==> src/rtl/store_narrow_buffer.sv <==
// store_narrow_buffer: narrows MEM-stage store data to byte/halfword/word lanes
// with big-endian byte enables and queues it in a small FIFO that drains to data
// memory over a valid/ack handshake.
// Optional feature: define STORE_MERGE_EN to merge aligned stores into the tail
// entry when they hit the same word and the tail is not the in-flight head.
module store_narrow_buffer #(
    parameter int DEPTH = 4
) (
    input  logic        clk,
    input  logic        reset_n,
    input  logic        st_valid,
    output logic        st_ready,
    input  logic [1:0]  st_size,
    input  logic [31:0] st_addr,
    input  logic [31:0] st_data,
    output logic        st_misalign,
    output logic        mem_req,
    output logic [31:0] mem_addr,
    output logic [31:0] mem_wdata,
    output logic [3:0]  mem_be,
    input  logic        mem_ack,
    output logic        sb_empty
);

    localparam int AW = $clog2(DEPTH);
    localparam logic [AW:0] FULL_CNT = (AW + 1)'(DEPTH);

    logic [29:0]   addr_q [DEPTH];
    logic [31:0]   data_q [DEPTH];
    logic [3:0]    be_q   [DEPTH];

    logic [AW-1:0] wr_ptr;
    logic [AW-1:0] rd_ptr;
    logic [AW:0]   count;

    logic [31:0]   n_wdata;
    logic [3:0]    n_be;
    logic          n_legal;
    logic          accept;
    logic          pop;
    logic          enq;
    logic          merge;
    logic [AW-1:0] tail_ptr;
    logic [31:0]   m_wdata;

    assign st_ready = (count != FULL_CNT);
    assign accept   = st_valid && st_ready;
    assign mem_req  = (count != '0);
    assign sb_empty = (count == '0);
    assign pop      = mem_ack && mem_req;
    assign tail_ptr = wr_ptr - AW'(1);
    assign enq      = accept && n_legal && !merge;

    // Head entry drives the memory port; zero while the buffer is empty.
    assign mem_addr  = mem_req ? {addr_q[rd_ptr], 2'b00} : '0;
    assign mem_wdata = mem_req ? data_q[rd_ptr] : '0;
    assign mem_be    = mem_req ? be_q[rd_ptr] : '0;

    // Lane replication, byte enables and alignment check for the incoming store.
    always_comb begin
        n_wdata = st_data;
        n_be    = 4'b1111;
        n_legal = 1'b0;
        case (st_size)
            2'b00: begin
                n_wdata = {4{st_data[7:0]}};
                n_be    = 4'b1000 >> st_addr[1:0];
                n_legal = 1'b1;
            end
            2'b01: begin
                n_wdata = {2{st_data[15:0]}};
                n_be    = st_addr[1] ? 4'b0011 : 4'b1100;
                n_legal = !st_addr[0];
            end
            2'b10: begin
                n_legal = (st_addr[1:0] == 2'b00);
            end
            default: begin
                n_legal = 1'b0;
            end
        endcase
    end

`ifdef STORE_MERGE_EN
    // Merge only behind the head (count >= 2) so the in-flight entry never changes.
    always_comb begin
        merge   = accept && n_legal && (count > (AW + 1)'(1))
                  && (addr_q[tail_ptr] == st_addr[31:2]);
        m_wdata = data_q[tail_ptr];
        for (int i = 0; i < 4; i++) begin
            if (n_be[i]) m_wdata[8*i +: 8] = n_wdata[8*i +: 8];
        end
    end
`else
    // Every aligned store takes its own entry.
    always_comb begin
        merge   = 1'b0;
        m_wdata = n_wdata;
    end
`endif

    // Entry storage; contents are don't-care until counted valid, so no reset.
    always_ff @(posedge clk) begin
        if (enq) begin
            addr_q[wr_ptr] <= st_addr[31:2];
            data_q[wr_ptr] <= n_wdata;
            be_q[wr_ptr]   <= n_be;
        end else if (merge) begin
            data_q[tail_ptr] <= m_wdata;
            be_q[tail_ptr]   <= be_q[tail_ptr] | n_be;
        end
    end

    // Pointers, occupancy and the misalign pulse.
    always_ff @(posedge clk or negedge reset_n) begin
        if (!reset_n) begin
            wr_ptr      <= '0;
            rd_ptr      <= '0;
            count       <= '0;
            st_misalign <= 1'b0;
        end else begin
            st_misalign <= accept && !n_legal;
            if (enq) wr_ptr <= wr_ptr + AW'(1);
            if (pop) rd_ptr <= rd_ptr + AW'(1);
            case ({enq, pop})
                2'b10:   count <= count + (AW + 1)'(1);
                2'b01:   count <= count - (AW + 1)'(1);
                default: count <= count;
            endcase
        end
    end

endmodule
==> config.mk <==
export PLATFORM = sky130hd
export DESIGN_NAME = store_narrow_buffer
export DESIGN_NICKNAME = d
export VERILOG_FILES = /design/src/rtl/store_narrow_buffer.sv
export SDC_FILE = /design/constraint.sdc
export NUM_CORES = 1
export LEC_CHECK = 0
export CAP_MARGIN = 5
export CORE_MARGIN = 2
export CORE_UTILIZATION = 40
export CTS_CLUSTER_DIAMETER = 50
export CTS_CLUSTER_SIZE = 16
export DETAILED_ROUTE_END_ITERATION = 16
export DONT_BUFFER_PORTS = 1
export PLACE_DENSITY = 0.6
export SLEW_MARGIN = 20
export SYNTH_ARGS = -nofsm -noshare
export SYNTH_HDL_FRONTEND = slang
export SYNTH_SLANG_ARGS = --single-unit
==> constraint.sdc <==
create_clock -name clk -period 4.5 [get_ports clk]
set_clock_uncertainty 0.15 [all_clocks]
set_input_delay 0.45 -clock clk [delete_from_list [all_inputs] [get_ports clk]]
set_output_delay 0.45 -clock clk [all_outputs]
set_load 0.05 [all_outputs]
==> qor.txt <==
Status - finished, final reports clean
Min cycle time layout - 3394 ps
# setup viols final - 0
Final Cell Area - 12800 um2
Number of non-filler instances in the completed layout - 941
Detailed Route Iter0 Violations - 359
Routability Congestion - 0.7247
Final hold violations - 0
Share of cells above drive strength 1 - 25.33%
Netlist cell types - 32
Reg2reg start - count[0]
Crit path launch - rd_ptr[0]
Die height - 168.8 um
Syn Inst Count - 517
RSZ-0062 raised after global routing - no
HP Class - input port to flip-flop
Synth cell count leaders - edfxtp_1 (264), and2_1 (71), mux4_2 (66), mux2_2 (16), clkbuf_1 (10)
Die Wd - 168.8 um
Power Total - 9.199 mW
Clock tree sinks - 272
Synth area leader - edfxtp_1
Least-Margin Pin Slew - 1079 ps
Vias in the first global route - 5510
Tcrit/Tclk final - 75.43%
Critical path launch point type - flip-flop
Fmax - 294.6 MHz
Post-route ant nets - 0
CTS tree - done
CP Class - flip-flop to output port
CP endpoint - mem_wdata[7]
Remaining DRCs - 0
Slew headroom - 28.07%
Maximum VDD drop - 0.0004305 V
Placed Cells - 834
DIE AREA - 28500 um2
Synthesized cell area - 10870 um2
Io pins - 142
Root buffer cell - clkbuf_16
Register area share after synthesis - 74.80%
Worst-path clk slew - 60 ps
Final max-slew violation count - 0
WP data arrival - 2790 ps
Yosys warnings - 0
Initial core utilization - 40.54%
Syn_area_per_cell - 21.02 um2
CTS H-tree lvls - 1
Critical Path RT - 3900 ps
DP HPWL - 12130 um
Top-area cell type share of the netlist area - 72.96%
Area growth syn-to-layout - 17.84%
Cell Rows - 60
Reg2reg setup slack - 1650 ps
Ant. Diodes - 0
Clock buffer depth - 3
Power per Cell Area - 718.5 nW/um2
Top cells by area, synth - edfxtp_1 (73%), mux4_2 (14%), and2_1 (4.1%)
Vias per inst - 5.293
Most numerous cell in the Yosys netlist - edfxtp_1
EDFF count, synth - 264
Gr usage total - 15.41%
Drt pass-1 iters - 4
GRT overflow - 0
First-pass GRT wire length - 33130 um
RR Endpoint - count[2]
Seq cells post-synth - 272
Crit Path Max Fanout - 34
Fin nets - 653
Worst reg2reg path depth - 9
Routed vias - 4981
Post-CTS Resized - 0
Total core area - 26800 um2
Ys async rst share - 2.941%
Top_reg_cell synth - edfxtp_1
Setup crit end kind - output port
CTS Buf Count - 30
Routed wire length per instance - 23.12 um
Initial antenna violation count - 1
Clk Latency, worst-skew pair - 540 ps
Number of port buffers - 0
Max-Cap Viols - 0
TNS Setup - 0 ps
Pleak - 4.178 nW
Largest net degree at the start of global routing - 68
Post-Route WL - 21760 um
Post-Place Cell Area - 11150 um2
==> cell usage in the layout (no fill, tap or decap), types with 5 or more instances in the layout <==
master           n
edfxtp_1       264
and2_1          67
mux4_2          66
dlygate4sd3_1   48
clkbuf_16       31
mux2_2          16
mux2i_1          9
nand2_1          9
inv_1            8
o21ai_0          8
inv_6            7
inv_8            6
dfrtp_1          6
ha_1             5
==> worst min-delay path by stage <==
stage | to | depth (start not counted) | from
after floorplan | count[0] | 0 | reset_n
after global placement | rd_ptr[1] | 0 | reset_n
after detailed placement | count[0] | 0 | reset_n
after CTS | be_q[1][0] | 1 | st_size[1]
after global routing | data_q[2][16] | 1 | st_data[0]
final | be_q[0][3] | 1 | st_size[1]
==> through the flow <==
stage          util (%)  hold WS [ps]  setup WS [ps]
3_3_place_gp      41.62         5.031           1605
2_1_floorplan         -         4.409           1152
5_1_grt           47.77         21.95          910.6
6_report          47.77         27.36           1106
4_1_cts           47.47         2.826          980.5
3_5_place_dp      41.62         5.141           1578
==> worst max-delay path, cell delays in order (launching register included) <==
cell     delay [ps]
dfrtp_4         900
buf_4           410
mux4_2          560
and2_1          350
==> routing by layer <==
| layer | up-vias | global-route usage (%) | share of wire (%) |
|---|---|---|---|
| li1 | 2189 | - | - |
| met1 | 2606 | 19.15 | 41 |
| met2 | 149 | 26.71 | 50 |
| met3 | 37 | 4.185 | 6.7 |
| met4 | 0 | 4.198 | 2.3 |
| met5 | - | 0 | 0 |
==> sequential cells by signal, indices dropped and copies added, names as in the netlist <==
| register | flops |
|---|---|
| data_q | 128 |
| addr_q | 120 |
| be_q | 16 |
| count | 3 |
| rd_ptr | 2 |
| wr_ptr | 2 |
| st_misalign | 1 |
==> cell type report <==
class                           count  area [um2]
Sequential cell                   272        8135
Clock inverter                     23       299.0
Fill cell                        2208       14000
Multi-Input combinational cell    209        2532
Timing Repair Buffer               56       590.6
Inverter                            8       30.03
Clock buffer                       32       789.5
Tap cell                          341       426.7
==> report_power, final <==
group / switching (mW) / internal, mW
logic: 2.29 / 0.921
registers: 0.301 / 3.08
clock network: 1.06 / 1.55
total: 3.65 / 5.55
==> repair_timing <==
action / CTS / global route
buffers inserted: 0 / 0
endpoints found under the hold margin: 178 / 0
hold buffers: 48 / 0
==> cell families (layout without fill, tap and decap cells) <==
kind of cell,count (synthesis),count (layout),synth area share (%)
mux,92,92,16.27
flops,272,272,74.80
other cells,1,2,0.03451
buf+inv,37,119,2.027
simple gates,89,89,4.837
compound gates,14,14,0.7829
fa+ha+maj,6,6,0.7600
xor+xnor,6,6,0.4837
Power figures use the tool's default switching activity.
